## src/rtl/uart_reg_bridge_pkg.sv

```systemverilog
// Shared encodings for the UART register bridge: FSM states, command codes,
// response status codes and the frame status evaluation.
package uart_reg_bridge_pkg;

  localparam logic [2:0] ST_HUNT    = 3'd0;
  localparam logic [2:0] ST_CMD     = 3'd1;
  localparam logic [2:0] ST_ADDR    = 3'd2;
  localparam logic [2:0] ST_DATA    = 3'd3;
  localparam logic [2:0] ST_SUM     = 3'd4;
  localparam logic [2:0] ST_EXEC    = 3'd5;
  localparam logic [2:0] ST_RD_WAIT = 3'd6;
  localparam logic [2:0] ST_RESP    = 3'd7;

  localparam logic [7:0] CMD_WR = 8'h01;
  localparam logic [7:0] CMD_RD = 8'h02;

  typedef logic [7:0] status_t;
  localparam status_t STATUS_OK      = 8'h00;
  localparam status_t STATUS_CSUM    = 8'h01;
  localparam status_t STATUS_BAD_CMD = 8'h02;
  localparam status_t STATUS_PARITY  = 8'h03;

  // Parity outranks checksum, which outranks an unknown command.
  function automatic status_t frame_status(input logic parity, input logic [7:0] cmd,
                                           input logic [7:0] addr, input logic [7:0] data,
                                           input logic [7:0] sum);
    logic [7:0] calc;
    calc = cmd + addr + data;
    if (parity)
      return STATUS_PARITY;
    else if (calc != sum)
      return STATUS_CSUM;
    else if (cmd != CMD_WR && cmd != CMD_RD)
      return STATUS_BAD_CMD;
    else
      return STATUS_OK;
  endfunction

endpackage

```

## src/rtl/uart_reg_bridge_resp_tx.sv

```systemverilog
// Four-byte response serializer: header, status, rdata, checksum on AXI-Stream.
module uart_reg_bridge_resp_tx
  import uart_reg_bridge_pkg::*;
#(
  parameter logic [7:0] resp_header = 8'h5A
) (
  input  logic       clk,
  input  logic       rst_n,
  input  logic       start,
  input  status_t    status,
  input  logic [7:0] rdata,
  output logic [7:0] m_axis_tdata,
  output logic       m_axis_tvalid,
  input  logic       m_axis_tready,
  output logic       done
);

  logic       busy;
  logic [1:0] idx;
  status_t    st_q;
  logic [7:0] rd_q;
  logic [7:0] byte_mux;

  always_ff @(posedge clk or negedge rst_n) begin
    if (!rst_n) begin
      busy <= 1'b0;
      idx  <= 2'd0;
      st_q <= '0;
      rd_q <= '0;
    end else if (start) begin
      busy <= 1'b1;
      idx  <= 2'd0;
      st_q <= status;
      rd_q <= rdata;
    end else if (busy && m_axis_tready) begin
      idx <= idx + 2'd1;
      if (idx == 2'd3) busy <= 1'b0;
    end
  end

  always_comb begin
    byte_mux = resp_header;
    case (idx)
      2'd0: byte_mux = resp_header;
      2'd1: byte_mux = st_q;
      2'd2: byte_mux = rd_q;
      2'd3: byte_mux = st_q + rd_q;
      default: byte_mux = resp_header;
    endcase
  end

  assign m_axis_tvalid = busy;
  assign m_axis_tdata  = busy ? byte_mux : 8'h00;
  assign done          = busy && m_axis_tready && (idx == 2'd3);

endmodule

```

## src/rtl/uart_reg_bridge.sv

```systemverilog
// Parses 5-byte command frames from the UART receive stream, performs a local
// register read or write, and returns a 4-byte response frame.
//
// state      | meaning
// HUNT       | discard bytes until a clean command header
// CMD..SUM   | collect frame bytes, inter-byte timeout armed
// EXEC       | register strobe issued when the frame is good
// RD_WAIT    | capture reg_rdata for a read
// RESP       | serializer sending the response frame
module uart_reg_bridge
  import uart_reg_bridge_pkg::*;
#(
  parameter int unsigned system_clk    = 50_000_000,
  parameter int unsigned band_rate     = 9600,
  parameter int unsigned timeout_bytes = 4,
  parameter logic [7:0]  cmd_header    = 8'hA5,
  parameter logic [7:0]  resp_header   = 8'h5A
) (
  input  logic       clk,
  input  logic       rst_n,
  input  logic [7:0] s_axis_tdata,
  input  logic       s_axis_tvalid,
  output logic       s_axis_tready,
  input  logic       s_axis_tuser,
  output logic [7:0] m_axis_tdata,
  output logic       m_axis_tvalid,
  input  logic       m_axis_tready,
  output logic       reg_wr_en,
  output logic       reg_rd_en,
  output logic [7:0] reg_addr,
  output logic [7:0] reg_wdata,
  input  logic [7:0] reg_rdata,
  output logic       timeout
);

  localparam int unsigned TIMEOUT_CYCLES = (system_clk / band_rate) * 11 * timeout_bytes;
  localparam int CNT_W = $clog2(TIMEOUT_CYCLES + 1);
  localparam logic [CNT_W-1:0] TMO_LOAD = CNT_W'(TIMEOUT_CYCLES - 1);

  logic [2:0]       state;
  logic             run_q;
  logic [7:0]       cmd_q, addr_q, data_q;
  logic             parity_q;
  status_t          status_q;
  status_t          frame_st;
  logic [CNT_W-1:0] tmo_cnt;
  logic             in_rx, accept, tmo_hit, is_read;
  logic             resp_start, resp_done;
  logic [7:0]       resp_rdata;

  // run_q keeps tready low while reset is asserted and for the first cycle after.
  assign in_rx         = run_q && (state <= ST_SUM);
  assign s_axis_tready = in_rx;
  assign accept        = s_axis_tvalid && in_rx;
  assign tmo_hit       = in_rx && (state != ST_HUNT) && !accept && (tmo_cnt == '0);
  assign frame_st      = frame_status(parity_q | s_axis_tuser, cmd_q, addr_q, data_q, s_axis_tdata);
  assign is_read       = (status_q == STATUS_OK) && (cmd_q == CMD_RD);
  assign resp_start    = (state == ST_EXEC && !is_read) || (state == ST_RD_WAIT);
  assign resp_rdata    = (state == ST_RD_WAIT) ? reg_rdata :
                         (status_q == STATUS_OK) ? reg_wdata : 8'h00;

  always_ff @(posedge clk or negedge rst_n) begin
    if (!rst_n) begin
      state     <= ST_HUNT;
      run_q     <= 1'b0;
      cmd_q     <= '0;
      addr_q    <= '0;
      data_q    <= '0;
      parity_q  <= 1'b0;
      status_q  <= STATUS_OK;
      tmo_cnt   <= '0;
      reg_wr_en <= 1'b0;
      reg_rd_en <= 1'b0;
      reg_addr  <= '0;
      reg_wdata <= '0;
      timeout   <= 1'b0;
    end else begin
      run_q     <= 1'b1;
      reg_wr_en <= 1'b0;
      reg_rd_en <= 1'b0;
      timeout   <= 1'b0;

      if (accept)
        tmo_cnt <= TMO_LOAD;
      else if (in_rx && state != ST_HUNT && tmo_cnt != '0)
        tmo_cnt <= tmo_cnt - 1'b1;

      case (state)
        ST_HUNT: begin
          if (accept && s_axis_tdata == cmd_header && !s_axis_tuser) begin
            state    <= ST_CMD;
            parity_q <= 1'b0;
          end
        end
        ST_CMD, ST_ADDR, ST_DATA: begin
          if (accept) begin
            parity_q <= parity_q | s_axis_tuser;
            if (state == ST_CMD)  cmd_q  <= s_axis_tdata;
            if (state == ST_ADDR) addr_q <= s_axis_tdata;
            if (state == ST_DATA) data_q <= s_axis_tdata;
            state <= state + 3'd1;
          end
        end
        ST_SUM: begin
          if (accept) begin
            status_q  <= frame_st;
            reg_addr  <= addr_q;
            reg_wdata <= data_q;
            reg_wr_en <= (frame_st == STATUS_OK) && (cmd_q == CMD_WR);
            reg_rd_en <= (frame_st == STATUS_OK) && (cmd_q == CMD_RD);
            state     <= ST_EXEC;
          end
        end
        ST_EXEC:    state <= is_read ? ST_RD_WAIT : ST_RESP;
        ST_RD_WAIT: state <= ST_RESP;
        ST_RESP:    if (resp_done) state <= ST_HUNT;
        default:    state <= ST_HUNT;
      endcase

      // A partial frame that stalls is dropped silently apart from the pulse.
      if (tmo_hit) begin
        timeout <= 1'b1;
        state   <= ST_HUNT;
      end
    end
  end

  uart_reg_bridge_resp_tx #(.resp_header(resp_header)) u_resp_tx (
    .clk           (clk),
    .rst_n         (rst_n),
    .start         (resp_start),
    .status        (status_q),
    .rdata         (resp_rdata),
    .m_axis_tdata  (m_axis_tdata),
    .m_axis_tvalid (m_axis_tvalid),
    .m_axis_tready (m_axis_tready),
    .done          (resp_done)
  );

endmodule

```

## config.mk

```make
export PLATFORM = sky130hd
export DESIGN_NAME = uart_reg_bridge
export DESIGN_NICKNAME = d
export VERILOG_FILES = /design/src/rtl/uart_reg_bridge_pkg.sv /design/src/rtl/uart_reg_bridge_resp_tx.sv /design/src/rtl/uart_reg_bridge.sv
export SDC_FILE = /design/constraint.sdc
export NUM_CORES = 1
export LEC_CHECK = 0
export BUFFER_PORTS_ARGS = -buffer_cell sky130_fd_sc_hd__buf_4
export CAP_MARGIN = 10
export CORE_MARGIN = 2
export CORE_UTILIZATION = 53
export DETAILED_ROUTE_END_ITERATION = 12
export PLACE_DENSITY_LB_ADDON = 0.05
export SLEW_MARGIN = 5
export SYNTH_ARGS = -nofsm -noshare
export SYNTH_HDL_FRONTEND = slang
export SYNTH_SLANG_ARGS = --single-unit
```

## constraint.sdc

```tcl
create_clock -name clk -period 4.8 [get_ports clk]
set_input_delay 1.44 -clock clk [delete_from_list [all_inputs] [get_ports clk]]
set_output_delay 1.44 -clock clk [all_outputs]
set_load 0.02 [all_outputs]
```

Word-level counts from Yosys, hierarchy flattened
Cells that the tools add are included.

Flip-flop bits (word level): 93. Output and inout bits: 29. Logic and storage cells: 114.

Add/subtract/negate cells: 6. $lt $le $gt $ge: 1. Eq/ne operators: 22. Mux-type cells: 29. Bitwise logic cells: 1. Reduce and logical (&&, ||, !) cells: 38.

Operators by type and width (number): 18-bit 2-to-1 mux (2); 8-bit 2-to-1 mux (4); 8-bit case mux with 4 select lines (1); 8-bit adder (3); 18-bit logical NOT (1); 3-bit case mux with 6 select lines (1); 18-bit nonzero test (1); 18-bit by 1-bit subtractor with 18-bit output, second input constant (1); 8-bit logical NOT (2); 1-bit logical AND (15); 3-bit 2-to-1 mux (5); 3-bit == test, second input constant (4); 3-bit != test, second input constant (4); 3-bit AND reduction (4); 1-bit 2-to-1 mux (11); 8-bit by 1-bit == test with 1-bit output, second input constant (1); 8-bit by 2-bit == test with 1-bit output, second input constant (1); 8-bit == test, second input constant (1); 2-bit 2-to-1 mux (4); 8-bit by 1-bit != test with 1-bit output, second input constant (1); 8-bit by 2-bit != test with 1-bit output, second input constant (1); 8-bit != test (1); 2-bit nonzero test (4); 3-bit by 2-bit == test with 1-bit output, second input constant (2); other kinds (17) (22).

Logic depth before layout (Yosys ltp)
Gate-level depths: netlist of run 1.

Word-level depth: 9. Depth in mapped cells: 9.

Modules after synthesis
A second synthesis of run 1 with hierarchy kept.

Cell total of the unflattened synthesis: 471. Area total of the unflattened synthesis: 4961.0 µm².

Modules (own cells, without submodules): uart_reg_bridge (instances 1, cells an instance 351, area each 3692.3 µm²); uart_reg_bridge_resp_tx (instances 1, cells an instance 120, area each 1268.7 µm²).

Worst setup path after synthesis of run 1
OpenSTA, ideal clock, no wires.

Path kind: register -> output. Start point: reg u_resp_tx.rd_q[1]. End point: out m_axis_tdata[5]. Arrival time: 1.784 ns. Data required time: 3.360 ns. Setup slack: 1.576 ns. Cell stages (with the launch flop): 5. Path buffers: 0. Path through: dfrtp_1 > ha_1 > a21oi_1 > or4b_2 > a21oi_1.

Cells in the longest elaborated chain, start to end: 3.

RTL lines: from (decl) (RTL line uart_reg_bridge_resp_tx.sv:21) `logic [7:0] rd_q;`; from (signal assigned) (RTL line uart_reg_bridge_resp_tx.sv:34) `rd_q <= rdata;`; 8-bit adder (RTL line uart_reg_bridge_resp_tx.sv:47) `2'd3: byte_mux = st_q + rd_q;`; 8-bit case mux with 4 select lines (RTL line uart_reg_bridge_resp_tx.sv:43) `case (idx)`; 8-bit 2-to-1 mux (RTL line uart_reg_bridge_resp_tx.sv:53) `assign m_axis_tdata = busy ? byte_mux : 8'h00;`; to (decl) (RTL line uart_reg_bridge.sv:25) `output logic [7:0] m_axis_tdata,`.

Every way passes these cells.

Worst setup path after layout of run 1
Start point: reg u_resp_tx.rd_q[0]. End point: out m_axis_tdata[6].

The elaborated chain is that of the path after synthesis.

==> results of run 1 <==
## cell families after synthesis
logic type | after synthesis
DFF | 81
xor gates and xnor gates | 36
muxes | 26
buffers and inverters | 25
other | 1
adders and majority gates | 28
and+or+nand+nor | 171
AOI/OAI and AO/OA | 79
## metal layers
| layer | vias up | part of all wire [%] |
|---|---|---|
| met2 | 67 | 47 |
| met3 | 9 | 4.4 |
| met1 | 1714 | 48 |
| met5 | - | 0 |
| met4 | 0 | 0.92 |
| li1 | 1670 | - |
## synthesized netlist by cell type (all sizes together), types with 2 or more instances
library cell | n | area share (%)
nand3b | 2 | 0.33
clkbuf | 13 | 1.1
nor3 | 8 | 0.99
nand3 | 16 | 1.8
and2 | 5 | 0.69
a21o | 3 | 0.50
a21oi | 19 | 2.1
nor2b | 6 | 0.83
o21a | 3 | 0.50
or3 | 5 | 0.69
ha | 19 | 5.2
nand2b | 3 | 0.41
o31ai | 3 | 0.50
nor2 | 25 | 2.1
xnor2 | 21 | 4.1
o22ai | 2 | 0.28
xor2 | 15 | 2.9
nand2 | 78 | 6.5
a2111oi | 3 | 0.58
a211oi | 4 | 0.66
o211ai | 6 | 0.99
or4 | 4 | 0.83
nor4 | 8 | 1.9
or2 | 2 | 0.28
and3 | 3 | 0.41
inv | 8 | 0.66
a22oi | 11 | 1.8
nand4 | 2 | 0.28
fa | 9 | 4.0
buf | 4 | 0.41
nor4b | 2 | 0.39
a221oi | 2 | 0.39
mux2 | 26 | 6.5
dfrtp | 81 | 45
o21ai | 11 | 1.2
a31oi | 3 | 0.41
## layout make-up
class | count | area (sq um)
fill | 715 | 3090
multi-input combinational | 341 | 2420
sequential | 81 | 2030
timing repair buffer | 50 | 375
tap | 105 | 131
clock buffer | 10 | 128
clock inverter | 5 | 57.6
inverter | 8 | 30.0
## critical path: cells and delay by family (launching register included)
family | cells | cell delay [ns]
adder cells (fa/ha/maj) | 2 | 0.66
XOR/XNOR | 1 | 0.13
AO/OA/AOI/OAI | 1 | 0.25
flip-flops | 1 | 0.40
buffers and inverters | 1 | 0.16
AND/OR/NAND/NOR | 3 | 0.26
## through the flow
step	total power (uW)	setup WS (ns)	cell area [sq um]	hold WS, ns	cells
after floorplan	2640	1.58	4540	0.475	447
after global placement	3070	1.56	4980	0.460	585
after detailed placement	3140	1.51	4980	0.464	585
after CTS	3640	1.15	5170	0.485	600
after global routing	3970	0.996	5170	0.517	600
final	3620	1.15	5170	0.484	600
## power by group
group	switching, uW	internal (uW)
logic	1020	902
registers	268	940
clock network	244	238
## registers in the layout (all words and copies together) (netlist names), 2 cells and up
signal	cells
reg_wdata	8
status_q	2
tmo_cnt	18
reg_addr	8
cmd_q	8
data_q	8
u_resp_tx.idx	2
state	3
u_resp_tx.rd_q	8
addr_q	8
u_resp_tx.st_q	2
## worst min-delay path by stage
stage / end
6_report: reg_addr[3]$_DFFE_PN0P_
3_5_place_dp: reg_addr[3]$_DFFE_PN0P_
3_3_place_gp: reg_addr[6]$_DFFE_PN0P_
5_1_grt: reg_addr[1]$_DFFE_PN0P_
2_1_floorplan: reg_wdata[0]$_DFFE_PN0P_
4_1_cts: reg_addr[3]$_DFFE_PN0P_
==> summary.md, run 1 <==
| Metric | Value |
|---|---|
| Status | completed |
| Max Buffers Root-to-Sink | 2 |
| GR Layer Usage met3 | around 4.1% |
| WP data required | ~3.4 ns |
| TritonCTS buffer count | 9 |
| Core area | 8260 sq um |
| GR Util met2 | 36.6% |
| CTS tree | yes |
| Post-synthesis mux area share | between 6 and 7% |
| Clock tree sinks | 81 |
| HPWL after DPL | ~7200 microns |
| Worst Path Max Fanout | 3 |
| Max Cap Viol | 0 |
| Post-synthesis compound-gate area fraction | a little under an eighth |
| Prevailing post-synth register cell | dfrtp_1 |
| Vias per inst | between 5 and 6 |
| Sequential cell area fraction in the yosys report | between 40% and 50% |
| Largest net degree at the start of global routing | between 80 and 90 |
| Drt first pass iters | 4 |
| Critical path class | reg2out |
| Post-Syn Area | roughly 4500 sq um |
| Setup repair after global routing missed its margin | no |
| Pwr Density | between 600 and 700 nW/um^2 |
| Async S/R FF share, synth | between 90% and 100% |
| Slew headroom | 31.5% |
| EDFF count, synth | 0 |
| CP cell instances | ha_1 > fa_1 > nand3_1 > nor2_1 > xor2_1 > a221oi_1 > nor2b_1 > buf_4 |
| Clk root buf | clkbuf_8 |
| R2R depth | 8 |
| Min-Delay Path Class | reg2reg |
| Worst reg2reg setup slack | around 1.8 ns |
| Crit-path max cell delay | 0.43 ns |
| Avg WL per Cell | 16.5 microns |
| Met1 Track Usage GR | between 30% and 40% |
| Io pins | 50 |
| Synth warn | 0 |
| Total number of vias | about 3500 |
| Wirelength, routed | slightly below 10000 microns |
| Hold Path Stages | 2 |
| Clk_skew | 0.0123 ns |
| H-tree levels | 3 |
| FMAX | 0.274 GHz |
| Leading cell types in the layout, fill and taps excluded | 81 x dfrtp_1, 78 x nand2_1, 50 x buf_4, 26 x mux2_2, 25 x nor2_1 |
| CP max-delay cell | fa_1 |
| Cts repair resizes | 0 |
| GR Overflow Total | 0 |
| Avg Cell Area, Syn | roughly 10 sq um |
| Via count of the first global-routing pass | between 3000 and 4000 |
| Final hold violation count | 0 |
| Row cnt | 33 |
| Worst slew pin tran | 1.02 ns |
| Crit path launch | u_resp_tx.rd_q[0]$_DFFE_PN0P_ |
| Synthesized Nets | approximately 500 |
| Die area | between 9000 and 10000 sq um |
| DRC | 0 |
| DRT iter0 DRCs | between 100 and 150 |
| Area grow syn2layout | 13.9% |
| Leak | between 0.002 and 0.0025 uW |
| Die Wd | 96.5 microns |
| Distinct cells, synth | 55 |
| Cell count after synthesis | 447 |
| CP Launch Type | flop |
| Clk slew on worst S/H paths | 0.08 ns |
| Post-CTS Hold Fix Bufs | 0 |
| Routability Congestion | between 0.8 and 0.9 |
| Gr busiest metal | met2 |
| # setup viols final | 0 |
| Antenna Violating Nets Remaining | 0 |
| ANT cells | 0 |
| Crit path to | m_axis_tdata[6] |
| Layout cells sized above 1 | 20.0% |
| Post-layout min period | between 3 and 4 ns |
| Synth Area in XOR/XNOR | roughly 7% |
| Final TNS setup | 0 ns |
| Clk_lat worst skew | around 0.35 ns |
| Initial antenna violation count | 0 |
| Max Slew Vio Count | 0 |
| Part of the cycle the worst path needs | 76.0% |
| Starting Density | a little over half |
| Global-route wire length before repair | 17000 microns |
| DIE HEIGHT | slightly below 100 microns |
| Peak supply drop | about 390 uV |
| Port bufs | 49 |
| Simple-gate share of the synthesized area | between 10% and 20% |
| Reg2reg end | status_q[0]$_DFFE_PN0P_ |
| GR Util All Layers | between 20% and 30% |
| CP arrival | 2.21 ns |
| Post-Route Utilization | between 60% and 70% |
| Min-delay src | reg_addr[3]$_DFFE_PN0P_ |
| Reg-to-Reg Start | cmd_q[1]$_DFFE_PN0P_ |
| Yosys reg bits | 81 |
| Final Net Count | between 500 and 600 |
| Largest family of logic cells by synthesized area | simple AND/OR/NAND/NOR gates |
| Area share of fa/ha/maj cells after synthesis | a little under a tenth |
| Most common cell after layout, fill and taps aside | dfrtp_1 |
| Post-CTS Setup Inserts | 0 |
| Crit end category | primary output |
(Power assumes the default switching activity.)
==> run 2, diff against run 1 <==
Clock period 4.8 ns to 3.35 ns, I/O delays scaled along.
==> run 2 against run 1 <==
Net effect: clock-buffer cell count unchanged; routed wire length up 0.50%; total power up 46%.
==> summary.md, run 2 (same netlist as run 1, synthesis figures left out) <==
| Metric | Value |
|---|---|
| Slew headroom | 49.8% |
| Clk_skew | approximately 0.0096 ns |
| Final Net Count | between 500 and 600 |
| Reg-to-Reg Start | cmd_q[1]$_DFFE_PN0P_ |
| Post-CTS Hold Fix Bufs | 0 |
| Setup repair after global routing missed its margin | no |
| Clk_lat worst skew | 0.35 ns |
| Leading cell types in the layout, fill and taps excluded | 81 x dfrtp_1, 78 x nand2_1, 56 x buf_4, 26 x mux2_2, 25 x nor2_1 |
| FMAX | 0.308 GHz |
| CP arrival | 2.24 ns |
| Largest net degree at the start of global routing | 43 |
| Part of the cycle the worst path needs | a little over nine tenths |
| Port bufs | slightly below 50 |
| ANT cells | 0 |
| Final hold violation count | 0 |
| CP max-delay cell | fa_1 |
| CP cell instances | ha_1 > fa_1 > nand3_1 > nor2_1 > xor2_1 > a221oi_1 > nor2b_1 > buf_4 |
| Placed cell area | slightly above 5000 sq um |
| Final Instance Count excl. Fillers | roughly 600 |
| Row cnt | 33 |
| Status | completed |
| Via count of the first global-routing pass | about 3300 |
| Post-CTS Setup Inserts | 0 |
| Min-delay src | reg_addr[7]$_DFFE_PN0P_ |
| Drt first pass iters | 4 |
| Total number of vias | 3440 |
| Max Cap Viol | 0 |
| Cts repair resizes | 0 |
| Area grow syn2layout | 15.4% |
| Min Hold Slack | around 0.48 ns |
| Max reg flops | 18 |
| Vias per inst | between 5 and 6 |
| Starting Density | a little over half |
| DIE HEIGHT | about 97 microns |
| Register area | around 2000 sq um |
| WP data required | 2.34 ns |
| Io pins | 50 |
| HPWL after DPL | ~7300 microns |
| DRC | 0 |
| Worst slew pin tran | 0.753 ns |
| Post-layout min period | 3.24 ns |
| Final TNS setup | 0 ns |
| CP bufs+invs | 1 |
| Worst Path Max Fanout | 3 |
| # setup viols final | 0 |
| Max Slew Vio Count | 0 |
| Avg WL per Cell | between 15 and 20 microns |
| Die Wd | slightly below 100 microns |
| Wirelength, routed | 9930 microns |
| GR Overflow Total | 0 |
| Largest Register | tmo_cnt |
| Clk root buf | clkbuf_8 |
| CP Launch Type | flop |
| Peak supply drop | approximately 580 uV |
| Die area | 9310 sq um |
| TritonCTS buffer count | 9 |
| Min-Delay Path Class | reg2reg |
| Filler cell count | between 700 and 800 |
| Global-route wire length before repair | 16600 microns |
| Multi-input gate area | 2420 sq um |
| Critical path class | reg2out |
| Crit path launch | u_resp_tx.rd_q[0]$_DFFE_PN0P_ |
| Most common cell after layout, fill and taps aside | dfrtp_1 |
| Final instance area | 5240 sq um |
| Placed insts | 591 |
| Clock tree sinks | between 80 and 90 |
| Initial antenna violation count | 0 |
| Antenna Violating Nets Remaining | 0 |
| Pwr Density | about 1000 nW/um^2 |
| Crit end category | primary output |
| GR Util All Layers | a little under a quarter |
| DRT iter0 DRCs | 184 |
| Max Buffers Root-to-Sink | 2 |
| Layout cells sized above 1 | a little over a fifth |
| Routability Congestion | about 0.83 |
| H-tree levels | 3 |
| Core area | about 8300 sq um |
| Leak | 0.00228 uW |
| Clk slew on worst S/H paths | ~0.08 ns |
| CTS tree | yes |
| Delay-heaviest family, CP | adder cells |
| Crit-path max cell delay | ~0.43 ns |
[run 2: changes by cell type in the layout (fill, tap and decap cells not counted), sizes merged]
cell,before,now
clkinvlp,0,1
buf,50,56
bufinv,1,2
clkinv,4,3
[run 2: worst paths after layout]
path                                      endpoint  slack [ns]  cells after the start
max                                m_axis_tdata[6]        0.11                      8
max in group asynchronous    data_q[2]$_DFFE_PN0P_        2.06                      2
max reg2reg                status_q[0]$_DFFE_PN0P_        0.48                      8
min                        reg_addr[7]$_DFFE_PN0P_        0.48                      2
min in group asynchronous  tmo_cnt[10]$_DFFE_PN0P_        0.62                      1
min reg2reg                reg_addr[7]$_DFFE_PN0P_        0.48                      2
[run 2: layout make-up]
type                    instances  area share (%)
repair buffers                 56            8.03
clock buffers                  10            2.44
well taps                     105            2.51
clock inverters                 6            1.58
inverters                       8           0.573
multi-input cells             341            46.2
flip-flops and latches         81            38.7
[run 2: per-stage QoR]
step	total power, uW	setup WS, ns	utilization [%]
6_report	5290	0.108	63.4
5_1_grt	5770	0.00386	63.4
2_1_floorplan	3780	0.561	-
3_5_place_dp	4540	0.479	60.9
3_3_place_gp	4450	0.533	60.9
4_1_cts	5330	0.102	63.4
[run 2: routing by layer]
metal	vias to the layer above	track usage, %	part of all wire [%]
met4	0	5.99	0.97
li1	1681	-	-
met3	9	5.28	5.0
met2	65	36.5	47
met1	1685	32.7	47
met5	-	0	0
[run 2: worst reg2reg max path, cell delays in order, from the launching register on]
cell and delay (ns):
dfrtp_1 0.42, fa_1 0.49, ha_1 0.24, fa_1 0.50
xnor2_1 0.11, nand3_1 0.09, nor4b_1 0.30, o211ai_1 0.22
o32a_1 0.38
[run 2: report_power, final]
group / leakage, uW / total, uW / internal (uW) / switching, uW
combinational: 0.00120 / 2800 / 1310 / 1480
sequential: 0.000976 / 1740 / 1350 / 388
clock: 0.000106 / 762 / 416 / 346
total: 0.00228 / 5290 / 3080 / 2220
